$ cat src/rtl/regfile_write_arbiter_pkg.sv
// Shared types and constants for the register-file write arbiter.
package regfile_write_arbiter_pkg;

  localparam int unsigned AddrWDefault = 5;
  localparam int unsigned DataWDefault = 32;

  // Encoding of the round-robin pointer / most recent grant.
  localparam logic GRANT_A = 1'b0;
  localparam logic GRANT_B = 1'b1;

  // One writeback request as presented by a requester.
  typedef struct packed {
    logic                    valid;
    logic [AddrWDefault-1:0] addr;
    logic [DataWDefault-1:0] data;
  } wb_req_t;

endpackage

$ cat src/rtl/regfile_write_arbiter_if.sv
// Bundle of writeback requester, reservation and register-file write signals.
interface regfile_write_arbiter_if #(
  parameter int unsigned ADDR_W = 5,
  parameter int unsigned DATA_W = 32
);

  logic                     a_valid;
  logic [ADDR_W-1:0]        a_addr;
  logic [DATA_W-1:0]        a_data;
  logic                     a_ready;
  logic                     b_valid;
  logic [ADDR_W-1:0]        b_addr;
  logic [DATA_W-1:0]        b_data;
  logic                     b_ready;
  logic                     res_valid;
  logic [ADDR_W-1:0]        res_addr;
  logic                     en_wri;
  logic [ADDR_W-1:0]        wri_add;
  logic [DATA_W-1:0]        wr_data;
  logic [(1<<ADDR_W)-1:0]   busy;
  logic                     last_grant;

  // Requesters, issue stage and register-file side.
  modport master (
    output a_valid, a_addr, a_data, b_valid, b_addr, b_data, res_valid, res_addr,
    input  a_ready, b_ready, en_wri, wri_add, wr_data, busy, last_grant
  );

  // The arbiter itself.
  modport slave (
    input  a_valid, a_addr, a_data, b_valid, b_addr, b_data, res_valid, res_addr,
    output a_ready, b_ready, en_wri, wri_add, wr_data, busy, last_grant
  );

endinterface

$ cat src/rtl/regfile_write_arbiter_rf_scoreboard.sv
// Per-register busy scoreboard: a reservation sets a bit, a committed write
// clears it; a set and clear of the same register on one edge leaves it set.
module regfile_write_arbiter_rf_scoreboard
  import regfile_write_arbiter_pkg::*;
#(
  parameter int unsigned ADDR_W = AddrWDefault
) (
  input  logic                   clk_i,
  input  logic                   rst_ni,
  input  logic                   set_i,
  input  logic [ADDR_W-1:0]      set_addr_i,
  input  logic                   clr_i,
  input  logic [ADDR_W-1:0]      clr_addr_i,
  output logic [(1<<ADDR_W)-1:0] busy_o
);

  localparam int unsigned NumRegs = 1 << ADDR_W;

  logic [NumRegs-1:0] busy_d, busy_q;

  // Next busy vector: clear first, then set, so a newer producer wins.
  always_comb begin
    busy_d = busy_q;
    if (clr_i) busy_d[clr_addr_i] = 1'b0;
    if (set_i) busy_d[set_addr_i] = 1'b1;
  end

  // Busy vector register.
  always_ff @(posedge clk_i or negedge rst_ni) begin
    if (!rst_ni) begin
      busy_q <= '0;
    end else begin
      busy_q <= busy_d;
    end
  end

  assign busy_o = busy_q;

endmodule

$ cat src/rtl/regfile_write_arbiter.sv
// Shares the register-file write port between the ALU (A) and load (B)
// writeback paths, registers the selected write and tracks busy registers.
module regfile_write_arbiter
  import regfile_write_arbiter_pkg::*;
#(
  parameter int unsigned DATA_W     = DataWDefault,
  parameter int unsigned ADDR_W     = AddrWDefault,
  parameter bit          FIXED_PRIO = 1'b0,
  parameter bit          DROP_R0    = 1'b1
) (
  input logic                     clk_i,
  input logic                     rst_ni,
  regfile_write_arbiter_if.slave  wb_io
);

  wb_req_t req_a, req_b, req_sel;

  logic              grant_a, grant_b, granted, fwd, res_set;
  logic              last_grant_d, last_grant_q;
  logic              en_d, en_q;
  logic [ADDR_W-1:0] wri_add_d, wri_add_q;
  logic [DATA_W-1:0] data_d, data_q;

  // Gather the two requesters into request structs.
  always_comb begin
    req_a = '{valid: wb_io.a_valid, addr: wb_io.a_addr, data: wb_io.a_data};
    req_b = '{valid: wb_io.b_valid, addr: wb_io.b_addr, data: wb_io.b_data};
  end

  // Grant selection; no grants are issued while reset is asserted.
  always_comb begin
    grant_a = 1'b0;
    grant_b = 1'b0;
    if (rst_ni) begin
      if (req_a.valid && req_b.valid) begin
        if (FIXED_PRIO || (last_grant_q == GRANT_A)) grant_b = 1'b1;
        else                                         grant_a = 1'b1;
      end else begin
        grant_a = req_a.valid;
        grant_b = req_b.valid;
      end
    end
  end

  // Next-state for the pointer and the output write stage.
  always_comb begin
    req_sel      = grant_b ? req_b : req_a;
    granted      = grant_a | grant_b;
    // Writes to r0 are accepted but swallowed when DROP_R0 is set.
    fwd          = granted && !(DROP_R0 && (req_sel.addr == '0));
    last_grant_d = last_grant_q;
    if (granted) last_grant_d = grant_b ? GRANT_B : GRANT_A;
    en_d      = fwd;
    wri_add_d = fwd ? req_sel.addr : wri_add_q;
    data_d    = fwd ? req_sel.data : data_q;
  end

  // Round-robin pointer and registered write port.
  always_ff @(posedge clk_i or negedge rst_ni) begin
    if (!rst_ni) begin
      last_grant_q <= GRANT_B;
      en_q         <= 1'b0;
      wri_add_q    <= '0;
      data_q       <= '0;
    end else begin
      last_grant_q <= last_grant_d;
      en_q         <= en_d;
      wri_add_q    <= wri_add_d;
      data_q       <= data_d;
    end
  end

  assign res_set = wb_io.res_valid && !(DROP_R0 && (wb_io.res_addr == '0));

  // The committing write (en_q) clears its register on the edge the file is written.
  regfile_write_arbiter_rf_scoreboard #(
    .ADDR_W(ADDR_W)
  ) u_scoreboard (
    .clk_i      (clk_i),
    .rst_ni     (rst_ni),
    .set_i      (res_set),
    .set_addr_i (wb_io.res_addr),
    .clr_i      (en_q),
    .clr_addr_i (wri_add_q),
    .busy_o     (wb_io.busy)
  );

  assign wb_io.a_ready    = grant_a;
  assign wb_io.b_ready    = grant_b;
  assign wb_io.en_wri     = en_q;
  assign wb_io.wri_add    = wri_add_q;
  assign wb_io.wr_data    = data_q;
  assign wb_io.last_grant = last_grant_q;

endmodule

$ cat src/flat_wrapper.sv
// flat-port wrapper written by rule: the top's interface ports become plain ports
module regfile_write_arbiter_flat import regfile_write_arbiter_pkg::*;
#(
  parameter int unsigned DATA_W     = DataWDefault,
  parameter int unsigned ADDR_W     = AddrWDefault,
  parameter bit          FIXED_PRIO = 1'b0,
  parameter bit          DROP_R0    = 1'b1
)
  (clk_i, rst_ni, wb_io_a_valid, wb_io_a_addr, wb_io_a_data, wb_io_b_valid, wb_io_b_addr, wb_io_b_data, wb_io_res_valid, wb_io_res_addr, wb_io_a_ready, wb_io_b_ready, wb_io_en_wri, wb_io_wri_add, wb_io_wr_data, wb_io_busy, wb_io_last_grant);
  regfile_write_arbiter_if #(.ADDR_W(ADDR_W), .DATA_W(DATA_W)) wb_io_i ();
  input logic clk_i;
  input logic rst_ni;
  input wire logic [$bits(wb_io_i.a_valid)-1:0] wb_io_a_valid;
  input wire logic [$bits(wb_io_i.a_addr)-1:0] wb_io_a_addr;
  input wire logic [$bits(wb_io_i.a_data)-1:0] wb_io_a_data;
  input wire logic [$bits(wb_io_i.b_valid)-1:0] wb_io_b_valid;
  input wire logic [$bits(wb_io_i.b_addr)-1:0] wb_io_b_addr;
  input wire logic [$bits(wb_io_i.b_data)-1:0] wb_io_b_data;
  input wire logic [$bits(wb_io_i.res_valid)-1:0] wb_io_res_valid;
  input wire logic [$bits(wb_io_i.res_addr)-1:0] wb_io_res_addr;
  output wire logic [$bits(wb_io_i.a_ready)-1:0] wb_io_a_ready;
  output wire logic [$bits(wb_io_i.b_ready)-1:0] wb_io_b_ready;
  output wire logic [$bits(wb_io_i.en_wri)-1:0] wb_io_en_wri;
  output wire logic [$bits(wb_io_i.wri_add)-1:0] wb_io_wri_add;
  output wire logic [$bits(wb_io_i.wr_data)-1:0] wb_io_wr_data;
  output wire logic [$bits(wb_io_i.busy)-1:0] wb_io_busy;
  output wire logic [$bits(wb_io_i.last_grant)-1:0] wb_io_last_grant;
  assign wb_io_i.a_valid = wb_io_a_valid;
  assign wb_io_i.a_addr = wb_io_a_addr;
  assign wb_io_i.a_data = wb_io_a_data;
  assign wb_io_i.b_valid = wb_io_b_valid;
  assign wb_io_i.b_addr = wb_io_b_addr;
  assign wb_io_i.b_data = wb_io_b_data;
  assign wb_io_i.res_valid = wb_io_res_valid;
  assign wb_io_i.res_addr = wb_io_res_addr;
  assign wb_io_a_ready = wb_io_i.a_ready;
  assign wb_io_b_ready = wb_io_i.b_ready;
  assign wb_io_en_wri = wb_io_i.en_wri;
  assign wb_io_wri_add = wb_io_i.wri_add;
  assign wb_io_wr_data = wb_io_i.wr_data;
  assign wb_io_busy = wb_io_i.busy;
  assign wb_io_last_grant = wb_io_i.last_grant;
  regfile_write_arbiter #(.DATA_W(DATA_W), .ADDR_W(ADDR_W), .FIXED_PRIO(FIXED_PRIO), .DROP_R0(DROP_R0)) u_core (.clk_i(clk_i), .rst_ni(rst_ni), .wb_io(wb_io_i));
endmodule
$ cat config.mk
export PLATFORM = sky130hd
export DESIGN_NAME = regfile_write_arbiter_flat
export DESIGN_NICKNAME = d
export VERILOG_FILES = /design/src/rtl/regfile_write_arbiter_pkg.sv /design/src/rtl/regfile_write_arbiter_if.sv /design/src/rtl/regfile_write_arbiter_rf_scoreboard.sv /design/src/rtl/regfile_write_arbiter.sv /design/src/flat_wrapper.sv
export SDC_FILE = /design/constraint.sdc
export NUM_CORES = 1
export LEC_CHECK = 0
export BUFFER_PORTS_ARGS = -buffer_cell sky130_fd_sc_hd__buf_4
export CAP_MARGIN = 20
export CORE_ASPECT_RATIO = 0.6
export CORE_MARGIN = 2
export CORE_UTILIZATION = 51
export DETAILED_ROUTE_END_ITERATION = 8
export HOLD_SLACK_MARGIN = 0.1
export PLACE_DENSITY_LB_ADDON = 0.05
export SYNTH_ARGS = -nofsm -noshare
export SYNTH_HDL_FRONTEND = slang
export SYNTH_SLANG_ARGS = --single-unit
$ cat constraint.sdc
create_clock -name clk_i -period 4.1 [get_ports clk_i]
set_input_delay 0.205 -clock clk_i [delete_from_list [all_inputs] [get_ports clk_i]]
set_output_delay 0.205 -clock clk_i [all_outputs]
set_load 0.1 [all_outputs]
[Word level (Yosys, flattened, before mapping)]
Cells that the tools add are included.
Word-level totals
  bits in registers: 71
  bits in latches: 0
  memory bits (writable): 0
  bits in read-only memories: 0
  word-level logic and storage cells: 36
  memories kept: 0
Cells by class
  $add $sub $neg: 0
  multipliers: 0
  divide/modulo/power cells: 0
  magnitude comparators: 4
  equality and inequality tests: 0
  shift operators: 0
  multiplexer cells: 14
  bitwise logic cells: 4
  reduce and logical (&&, ||, !) cells: 9
Operator list (count)
  $mux 32: 2
  $mux 37: 1
  $and 32x32->32: 1
  $not 32->32: 1
  $or 32x32->32: 1
  $lt 5x6->1 const B: 2
  $demux 1 s5: 2
  $ge 5x1->1 const B: 2
  $logic_not 5->1: 2
  $mux 1: 9
  $logic_and 1x1->1: 5
  $logic_not 1->1: 2
  $or 1x1->1: 1

[Logic depth before layout (Yosys ltp)]
Gate-level depths: netlist (run 1).
  depth in word-level cells: 9
  gate-level depth with buffers: 6
  depth with buffers taken out: 4

[Hierarchy]
A second synthesis (run 1) with hierarchy kept.
Second synthesis, totals
  cell total of the unflattened synthesis: 282
  area total of the unflattened synthesis: 3492.1 µm²
Modules (own cells, without submodules)
  regfile_write_arbiter: times used 1, cells an instance 158, area an instance 2185.8 µm²
  regfile_write_arbiter_rf_scoreboard: times used 1, cells an instance 124, area an instance 1306.3 µm²

[Worst setup path before layout (run 1)]
No wires, ideal clock.
  path type: register -> output
  start point: register u_core.last_grant_q, in the netlist u_core.wb_io.last_grant
  end point: output port wb_io_a_ready
  arrival: 3.507 ns
  required time: 3.895 ns
  setup slack: 0.388 ns
  cell stages (with the launch flop): 6
  cell sequence: dfstp_2 -> nand2_1 -> nand3_1 -> clkbuf_1 -> inv_1 -> nor2_1
Between the ends
  word-level cells in the longest chain between the ends: 3
Ends and longest elaborated chain
  start: declaration: RTL line regfile_write_arbiter.sv:19  | logic last_grant_d, last_grant_q;
  start signal: assignment: RTL line regfile_write_arbiter.sv:66  | last_grant_q <= last_grant_d;
  $mux 1: RTL line regfile_write_arbiter.sv:36  | if (FIXED_PRIO || (last_grant_q == GRANT_A)) grant_b = 1'b1;
  $mux 1: RTL line regfile_write_arbiter.sv:35  | if (req_a.valid && req_b.valid) begin
  $mux 1: RTL line regfile_write_arbiter.sv:34  | if (rst_ni) begin
  end: declaration: RTL line flat_wrapper.sv:21  | output wire logic [$bits(wb_io_i.a_ready)-1:0] wb_io_a_ready;
No other way between the ends.

[Final worst setup path (run 1)]
  start point: input port rst_ni
  end point: register u_core.data_q[31], in the netlist u_core.wb_io.wr_data[31]
Between the ends
  word-level cells in the longest chain between the ends: 5
  elaborated cells on any way between the ends: 7
  those cells by class: mux: 3; bitwise: 1; reduce/logical: 3
Ends and longest elaborated chain
  start: declaration: RTL line flat_wrapper.sv:12  | input logic rst_ni;
  $mux 1: RTL line regfile_write_arbiter.sv:34
  $mux 37: RTL line regfile_write_arbiter.sv:47  | req_sel = grant_b ? req_b : req_a;
  $logic_not 5->1: RTL line regfile_write_arbiter.sv:50  | fwd = granted && !(DROP_R0 && (req_sel.addr == '0));
  $logic_not 1->1: RTL line regfile_write_arbiter.sv:50
  $logic_and 1x1->1: RTL line regfile_write_arbiter.sv:50
  end signal: assignment: RTL line regfile_write_arbiter.sv:69  | data_q <= data_d;
  end: declaration: RTL line regfile_write_arbiter.sv:22  | logic [DATA_W-1:0] data_d, data_q;
Several ways; a longest one is shown, not always the timed one.
A chain may end at the register's enable or synchronous reset.

==> flow_summary.ini, run 1 <==
[setup_path]
cp_top_family = buffers and inverters
cp-end-kind = flip-flop
path_max_fanout = 13
required_ns = 4.31
crit_type = input port to flip-flop
cpMostUsedCell = buf_4
cpPeakStageDelay_ns = 0.72
path_cells = dlygate4sd3_1 -> buf_4 -> nand2_1 -> nor4_4 -> a311oi_4 -> buf_4 -> mux2_2
arrival_ns = 2.74
slowest_stage = a311oi_4
startpoint_type = input port
critPathBufInv = 3

[global_routing]
grt_use_total_pct = 26.4
antenna_found_initial = 0
grt_pass1_wl_um = 15100
grt_overflow_total = 0
first_global_vias = 2770
grt_max_degree = 68

[timing]
timing.fmax_mhz = 396
relSlewSlack_pct = 41.9
rsz0062_at_grt = false
layout_min_cycle_time_ns = 2.53
skew_ns = 0.00662
finalHoldViolations = 0
finalSetupTns_ns = 0
setup_viol_count_final = 0
fin_ws_ns = 1.57
finalCritPeriodShare_pct = 61.6
worst_pin_slew_ns = 0.871
maxSlewViolCount = 0
whs_ns = 0.173

[clocking]
clockBufferDepth = 2
htreeDepth = 3
clkSlewWorstSetupHoldPaths_ns = 0.05
clkSinkCount = 71
cts_made_buffers = 9
hold_buffers = 1
cts_tree = done
cts_resized = 0
cts_root_buf = clkbuf_16
clk_latency_ns = 0.33
cts_setup_buffers = 0

[synthesis]
syn-cell-area_sq_um = 3490
yosys.area.top_type = dfrtp_1
yosysWarnings = 0
synth-seq-cells = 71
avgSynthCellArea_sq_um = 12.3
synth_cell_types = 31
ys_seq_area_share_pct = 51.0
synth.area.top_cells = dfrtp_1, mux2_4, mux2_2
synth.top_cell.area_share_pct = 50.2
synth_nets = 368
netlist_instances = 284

[layout]
n_antenna_cell = 0
layout.nets = 531
layout_common_cells = buf_4, dfrtp_1, o21ai_0
mostFrequentLayoutCell = buf_4
drive_above_1_share_pct = 55.3
syn_to_final_growth_pct = 46.7
fill_cells = 458

[power_and_ir_drop]
p_sw_share_pct = 51.8
seq_power_share_pct = 24.6
p_comb_share_pct = 53.4
peakVddDrop_v = 0.000788
intPower_mw = 1.99
p_clk_share_pct = 22.1
p_total_mw = 4.14
switchingPower_mw = 2.14
p_leak_nw = 2.35
power.density_nw_per_um2 = 809

[worst_hold_path]
hp-class = input port to flip-flop

[floorplanning]
dieHeight_um = 68.1
row_count = 23
die_area_sq_um = 7540
pin_count = 157
initial_utilization_pct = 52.5
die_width_um = 111
design.core.area_sq_um = 6650

[job]
cap_violations = 0

[detailed_routing]
ant_nets = 0
drt_wl_total_um = 9810
wl_per_cell_um = 18.2
vias = 3049
post-route-drc-count = 0
drt_pass1_iterations = 5
vias_per_cell = 5.66
drt_iter0_drc = 269

[place]
place_hpwl_um = 7270
portBuffers = 156
place_congestion = 0.850
place_ws_ns = 1.63

[status]
outcome = complete, no violations
logic make-up (layout without fill, tap and decap cells):
family	Yosys count	after routing	synth area share (%)
AO/OA/AOI/OAI	79	79	12.8
flip-flops	71	71	51.0
multiplexers	67	67	24.7
AND/OR/NAND/NOR	51	51	9.11
buffers and inverters	16	184	2.40
area by class of cell:
cell class	instances	area (sq um)	area share, %
clock buffer	11	253	4.94
clock inverter	5	104	2.03
inverter	6	22.5	0.440
multi-input combinational	197	1630	31.9
sequential	71	1780	34.8
tap	87	109	2.13
timing repair buffer	162	1220	23.8
layer usage:
| layer | wire length (um) | up-vias | global-route usage, % |
|---|---|---|---|
| met5 | 0 | - | 0 |
| met4 | 74 | 0 | 7.66 |
| met3 | 1020 | 12 | 9.03 |
| met2 | 4310 | 170 | 37.8 |
| met1 | 4410 | 1486 | 38.1 |
| li1 | - | 1381 | - |
Yosys cell counts:
library cell  count
nor4_4            1
buf_6             3
nor3_1            3
or3b_2            3
nand2_1           6
a21oi_1           2
mux2_2           35
mux2_4           29
dfrtp_1          70
nor4_1            2
o41ai_1           1
o21ai_0          66
nand2b_1          2
or3_1             4
inv_1             6
o21a_1            1
or4_4             1
dfstp_2           1
or3_2             1
a311oi_4          1
a311oi_1          3
nor2_1            4
a311o_1           2
clkbuf_1          6
buf_2             1
nand3_1           9
nand4_1           2
o22ai_1           3
nand3b_1          8
and2_1            5
mux2i_1           3
sequential cells by signal, indices dropped and copies added, names as in the netlist:
name / count
u_core.u_scoreboard.busy_o: 32
u_core.wb_io.en_wri: 1
u_core.wb_io.wri_add: 5
u_core.wb_io.wr_data: 32
u_core.wb_io.last_grant: 1
tightest hold or removal path: stages:
cell and delay (ns):
buf_4 0.13, nand2_1 0.05, o21ai_0 0.07
path summary, 6_finish.rpt:
check,to,startpoint,slack [ns],depth (start not counted)
max,u_core.wb_io.wr_data[31]$_DFFE_PN0P_,rst_ni,1.57,7
min,u_core.u_scoreboard.busy_o[3]$_DFF_PN0_,wb_io_res_addr[1],0.17,3
max reg2reg,u_core.wb_io.wr_data[31]$_DFFE_PN0P_,u_core.wb_io.last_grant$_DFFE_PN1P_,1.61,5
min reg2reg,u_core.wb_io.last_grant$_DFFE_PN1P_,u_core.wb_io.last_grant$_DFFE_PN1P_,0.49,2
max in group asynchronous,u_core.wb_io.wri_add[1]$_DFFE_PN0P_,rst_ni,2.75,3
min in group asynchronous,u_core.wb_io.wr_data[8]$_DFFE_PN0P_,rst_ni,0.30,2
power groups by stage:
stage | sequential (mW) | clock [mW] | combinational [mW]
after floorplan | 2.43 | 0 | 0.286
after global placement | 1.02 | 0 | 2.18
after detailed placement | 1.02 | 0 | 2.21
after CTS | 1.02 | 0.925 | 2.21
after global routing | 1.04 | 0.958 | 2.27
final | 1.02 | 0.913 | 2.21
through the flow:
step           instance area, sq um  std cells  util (%)
3_5_place_dp                   4750        522      71.4
3_3_place_gp                   4750        522      71.4
5_1_grt                        5110        539      76.9
6_report                       5110        539      76.9
2_1_floorplan                  3490        284         -
4_1_cts                        5110        539      76.9
Power figures use the tool's default switching activity.
==> run 2: changes to the inputs <==
--- a/config.mk
+++ b/config.mk
@@ -5,11 +5,12 @@
 export SDC_FILE = /design/constraint.sdc
 export NUM_CORES = 1
 export LEC_CHECK = 0
+export ABC_AREA = 1
 export BUFFER_PORTS_ARGS = -buffer_cell sky130_fd_sc_hd__buf_4
 export CAP_MARGIN = 20
 export CORE_ASPECT_RATIO = 0.6
 export CORE_MARGIN = 2
-export CORE_UTILIZATION = 51
+export CORE_UTILIZATION = 43
 export DETAILED_ROUTE_END_ITERATION = 8
 export HOLD_SLACK_MARGIN = 0.1
 export PLACE_DENSITY_LB_ADDON = 0.05
==> constraint.sdc (replaced) <==
create_clock -name clk_i -period 2.1 [get_ports clk_i]
set_input_delay 0.105 -clock clk_i [delete_from_list [all_inputs] [get_ports clk_i]]
set_output_delay 0.105 -clock clk_i [all_outputs]
set_load 0.1 [all_outputs]
==> flow_summary.ini, run 2 <==
[layout]
n_antenna_cell = 0
instances_no_fill = 759
syn_to_final_growth_pct = 49.0
layout_common_cells = nand2_1, buf_4, dfrtp_1
layout.nets = 730
drive_above_1_share_pct = 33.3
mostFrequentLayoutCell = nand2_1

[setup_path]
reg2reg_from = u_core.wb_io.last_grant$_DFFE_PN1P_
r2r_cells = 10
cpPeakStageDelay_ns = 0.53
cp-end-kind = output port
cpMostUsedCell = buf_4
path_max_fanout = 33
critPathBufInv = 4
crit_start = rst_ni
worstSetupEndpoint = wb_io_b_ready
arrival_ns = 1.87
path_cells = dlygate4sd3_1 -> buf_4 -> nand2_2 -> a21oi_4 -> buf_4 -> buf_4
crit_type = input port to output port
r2r_end = u_core.wb_io.wr_data[19]$_DFFE_PN0P_
startpoint_type = input port
cp.depth = 6
slowest_stage = dlygate4sd3_1
required_ns = 2.00
r2r_setup_slack_ns = 0.27
cp_top_family = buffers and inverters

[clocking]
htreeDepth = 3
clockBufferDepth = 2
cts_setup_buffers = 0
clk_latency_ns = 0.34
cts_tree = done
cts_root_buf = clkbuf_16
clkSinkCount = 71
cts_resized = 0
hold_buffers = 15
cts_made_buffers = 9
clkSlewWorstSetupHoldPaths_ns = 0.05

[timing]
relSlewSlack_pct = 53.9
layout_min_cycle_time_ns = 1.97
whs_ns = 0.105
finalHoldViolations = 0
maxSlewViolCount = 0
setup_viol_count_final = 0
fin_ws_ns = 0.127
worst_pin_slew_ns = 0.690
skew_ns = 0.00684
rsz0062_at_grt = false
timing.fmax_mhz = 507
finalCritPeriodShare_pct = 93.9

[floorplanning]
dieHeight_um = 75.2
pin_count = 157
initial_utilization_pct = 45.2
die_area_sq_um = 9220
row_count = 25
design.core.area_sq_um = 8040
die_width_um = 123

[place]
portBuffers = 156
place_congestion = 0.888
place_hpwl_um = 8260
place_ws_ns = 0.284
dp_cells = 728

[power_and_ir_drop]
p_leak_nw = 2.80
power.density_nw_per_um2 = 1610
peakVddDrop_v = 0.00123

[global_routing]
grt_max_degree = 42
antenna_found_initial = 0
grt_overflow_total = 0
grt_use_total_pct = 25.3
first_global_vias = 3643
grt_pass1_wl_um = 17800

[synthesis]
synth.area.top_cells = dfrtp_1, nand2_1, nand3_1
synth_common_cells = nand2_1, dfrtp_1, nand3_1
syn-cell-area_sq_um = 3630
netlist_instances = 473
ys_seq_area_share_pct = 49.0
synth-main-ff-cell = dfrtp_1
synthArstFlopShare_pct = 100
synth-seq-cells = 71
synth.top_cell.area_share_pct = 48.2
synth-edff-count = 0
avgSynthCellArea_sq_um = 7.68
synth_cell_types = 28
yosysWarnings = 0
synth.most_common_cell = nand2_1
yosys.area.top_type = dfrtp_1
synth_nets = 557

[status]
outcome = complete, no violations

[detailed_routing]
drt_iter0_drc = 355
wl_per_cell_um = 14.7
drt_wl_total_um = 11100
post-route-drc-count = 0
vias = 3746
vias_per_cell = 4.94
ant_nets = 0
drt_pass1_iterations = 4

[worst_hold_path]
hp-class = input port to flip-flop
whs_path_depth = 5

[job]
cap_violations = 0
-- run 2: cell count changes after synthesis, moves of 13 or more --
| cell | previous run | this run |
|---|---|---|
| inv_1 | 6 | 30 |
| mux2_4 | 29 | 0 |
| nand2_2 | 0 | 19 |
| nand3_1 | 9 | 56 |
| mux2_2 | 35 | 0 |
| o21ai_0 | 66 | 53 |
| nand2_1 | 6 | 196 |
-- run 2: cells by family (layout without fill, tap and decap cells) --
logic type	after synthesis	after routing	share of synthesized area, %
compound gates	61	61	9.48
simple gates	289	289	34.3
flops	71	71	49.0
buf+inv	52	230	7.31
-- run 2: worst min-delay path: stages --
cell	delay, ns
buf_4	0.07
nand2_1	0.04
nand2_1	0.06
nand3_1	0.07
nand2_1	0.06
-- run 2: cell type report --
type,instances,area [sq um]
Clock buffer,11,253
Clock inverter,5,78.8
Fill cell,677,2630
Inverter,32,123
Multi-Input combinational cell,350,1610
Sequential cell,71,1780
Tap cell,108,135
Timing Repair Buffer,182,1430
-- run 2: per-stage QoR --
stage / setup TNS, ns / cell area (sq um) / power (mW) / util [%]
after CTS: 0 / 5410 / 8.74 / 67.3
after global placement: 0 / 4930 / 6.99 / 61.3
after detailed placement: 0 / 4930 / 7.03 / 61.3
after floorplan: -3.06 / 3660 / 5.87 / -
after global routing: 0 / 5410 / 9.04 / 67.3
final: 0 / 5410 / 8.71 / 67.3
-- run 2: worst min-delay path by stage --
stage	startpoint	to	slack (ns)
2_1_floorplan	rst_ni	u_core.u_scoreboard.busy_o[0]$_DFF_PN0_	-0.19
3_3_place_gp	rst_ni	u_core.wb_io.wr_data[25]$_DFFE_PN0P_	-0.02
3_5_place_dp	rst_ni	u_core.wb_io.wr_data[25]$_DFFE_PN0P_	-0.02
4_1_cts	wb_io_b_data[2]	u_core.wb_io.wr_data[2]$_DFFE_PN0P_	0.10
5_1_grt	wb_io_b_data[25]	u_core.wb_io.wr_data[25]$_DFFE_PN0P_	0.12
6_report	wb_io_a_data[28]	u_core.wb_io.wr_data[28]$_DFFE_PN0P_	0.10
-- run 2: power by group --
group / internal (mW) / switching (mW) / total, mW
registers: 1.81 / 0.299 / 2.11
clock network: 1.10 / 0.574 / 1.68
logic: 0.943 / 3.98 / 4.93
total: 3.85 / 4.86 / 8.71
-- run 2: metal layers --
| metal | share of wire [%] | wire length [um] | global-route usage [%] | vias up |
|---|---|---|---|---|
| met4 | 0.83 | 92 | 6.26 | 0 |
| met3 | 9.7 | 1080 | 8.11 | 7 |
| met2 | 42 | 4730 | 37.5 | 163 |
| met1 | 47 | 5250 | 36.1 | 1715 |
| met5 | 0 | 0 | 0 | - |
| li1 | - | - | - | 1861 |
==> run 3: changes to the inputs <==
--- a/config.mk
+++ b/config.mk
@@ -5,12 +5,11 @@
 export SDC_FILE = /design/constraint.sdc
 export NUM_CORES = 1
 export LEC_CHECK = 0
-export ABC_AREA = 1
 export BUFFER_PORTS_ARGS = -buffer_cell sky130_fd_sc_hd__buf_4
 export CAP_MARGIN = 20
 export CORE_ASPECT_RATIO = 0.6
 export CORE_MARGIN = 2
-export CORE_UTILIZATION = 43
+export CORE_UTILIZATION = 30
 export DETAILED_ROUTE_END_ITERATION = 8
 export HOLD_SLACK_MARGIN = 0.1
 export PLACE_DENSITY_LB_ADDON = 0.05
==> flow_summary.ini, run 3 (synthesized netlist as in run 1, its figures left out) <==
[timing]
layout_min_cycle_time_ns = 2.00
relSlewSlack_pct = 52.6
worst_pin_slew_ns = 0.711
timing.fmax_mhz = 501
skew_ns = 0.00389
rsz0062_at_grt = false
setup_viol_count_final = 0
finalCritPeriodShare_pct = 95.1
finalHoldViolations = 0
maxSlewViolCount = 0

[clocking]
cts_made_buffers = 9
clockBufferDepth = 2
clkSinkCount = 71
cts_setup_buffers = 0
clkSlewWorstSetupHoldPaths_ns = 0.05
htreeDepth = 3
clk_latency_ns = 0.32
cts_root_buf = clkbuf_16
cts_tree = done

[setup_path]
critPathBufInv = 1
startpoint_type = flip-flop
path_max_fanout = 32
slowest_stage = dfstp_4
arrival_ns = 2.21
path_cells = and2_1 -> nor4_4 -> a311oi_4 -> buf_12 -> mux2_2
r2r_end = u_core.wb_io.wr_data[31]$_DFFE_PN0P_
cpPeakStageDelay_ns = 0.64
r2r_cells = 5
cp-end-kind = flip-flop
reg2reg_from = u_core.wb_io.last_grant$_DFFE_PN1P_
crit_type = flip-flop to flip-flop
required_ns = 2.31
r2r_setup_slack_ns = 0.10
cp_top_family = flip-flops

[layout]
fill_cells = 1075
layout.nets = 537
mostFrequentLayoutCell = buf_4
stdcell_area_sq_um = 5270
n_antenna_cell = 0
drive_above_1_share_pct = 55.5
fin_util_pct = 46.6
instances_no_fill = 618
layout_common_cells = buf_4, dfrtp_1, o21ai_0
syn_to_final_growth_pct = 51.1

[place]
portBuffers = 156
place_area_sq_um = 4910
place_hpwl_um = 7670
place_congestion = 0.756
dp_cells = 597

[detailed_routing]
post-route-drc-count = 0
drt_pass1_iterations = 5
drt_wl_total_um = 10200
drt_iter0_drc = 136
ant_nets = 0
vias = 2933
wl_per_cell_um = 16.5
vias_per_cell = 4.75

[floorplanning]
die_area_sq_um = 12500
dieHeight_um = 87.5
pin_count = 157
row_count = 30
initial_utilization_pct = 30.9
die_width_um = 143
design.core.area_sq_um = 11300

[worst_hold_path]
whs_path_depth = 3
worstHoldStart = wb_io_b_addr[1]
min_to = u_core.wb_io.wri_add[1]$_DFFE_PN0P_
hp-class = input port to flip-flop

[global_routing]
grt_max_degree = 55
grt_pass1_wl_um = 15600
antenna_found_initial = 0
first_global_vias = 2844
grt_overflow_total = 0
grt_use_total_pct = 16.6

[job]
cap_violations = 0

[power_and_ir_drop]
peakVddDrop_v = 0.000832
power.density_nw_per_um2 = 1490
p_leak_nw = 2.36

[status]
outcome = complete, no violations
## run 3: worst min-delay path: stages
cell and delay [ns]:
buf_4 0.11, mux2i_1 0.06, o22ai_1 0.11
## run 3: repair_timing
| action | 4_1_cts | 5_1_grt |
|---|---|---|
| gates resized for setup | 0 | 0 |
| hold buffers | 5 | 0 |
| hold endpoints to repair | 75 | 0 |
## run 3: through the flow
step / worst slack, ns / power [mW] / hold WS, ns / setup TNS, ns
6_report: 0.102 / 7.87 / 0.117 / 0
5_1_grt: 0.00357 / 8.17 / 0.127 / 0
4_1_cts: 0.0595 / 7.94 / 0.103 / 0
3_5_place_dp: 0.0927 / 6.34 / -0.0580 / 0
3_3_place_gp: 0.114 / 6.31 / -0.0604 / 0
2_1_floorplan: -0.259 / 5.31 / -0.191 / -3.09
## run 3: where the power goes
| group | internal (mW) | switching (mW) | total [mW] |
|---|---|---|---|
| Sequential | 1.75 | 0.241 | 1.99 |
| Clock | 1.01 | 0.546 | 1.56 |
| Combinational | 0.932 | 3.38 | 4.32 |
| Total | 3.70 | 4.17 | 7.87 |
## run 3: final cells by class
type,instances,area [sq um],area share (%)
sequential,71,1780,33.8
tap,160,200,3.80
multi-input combinational,197,1650,31.4
timing repair buffer,168,1300,24.6
clock inverter,3,40.0,0.760
clock buffer,13,270,5.13
inverter,6,26.3,0.499
## run 3: layer usage
metal	GRT usage [%]	vias to the layer above	routed length, um
met1	25.6	1420	5040
met5	0	-	0
met3	5.11	7	809
met2	22.0	110	4300
met4	4.59	0	39
li1	-	1396	-
## run 3: worst max path at each step
| stage | from | endpoint | cells past startpoint |
|---|---|---|---|
| finish | u_core.wb_io.last_grant$_DFFE_PN1P_ | u_core.wb_io.wr_data[31]$_DFFE_PN0P_ | 5 |
| global route | u_core.wb_io.last_grant$_DFFE_PN1P_ | wb_io_a_ready | 6 |
| CTS | u_core.wb_io.last_grant$_DFFE_PN1P_ | wb_io_a_ready | 6 |
| detailed placement | u_core.wb_io.last_grant$_DFFE_PN1P_ | u_core.wb_io.wr_data[31]$_DFFE_PN0P_ | 5 |
| global placement | u_core.wb_io.last_grant$_DFFE_PN1P_ | u_core.wb_io.wr_data[1]$_DFFE_PN0P_ | 5 |
| floorplan | u_core.wb_io.last_grant$_DFFE_PN1P_ | wb_io_a_ready | 5 |
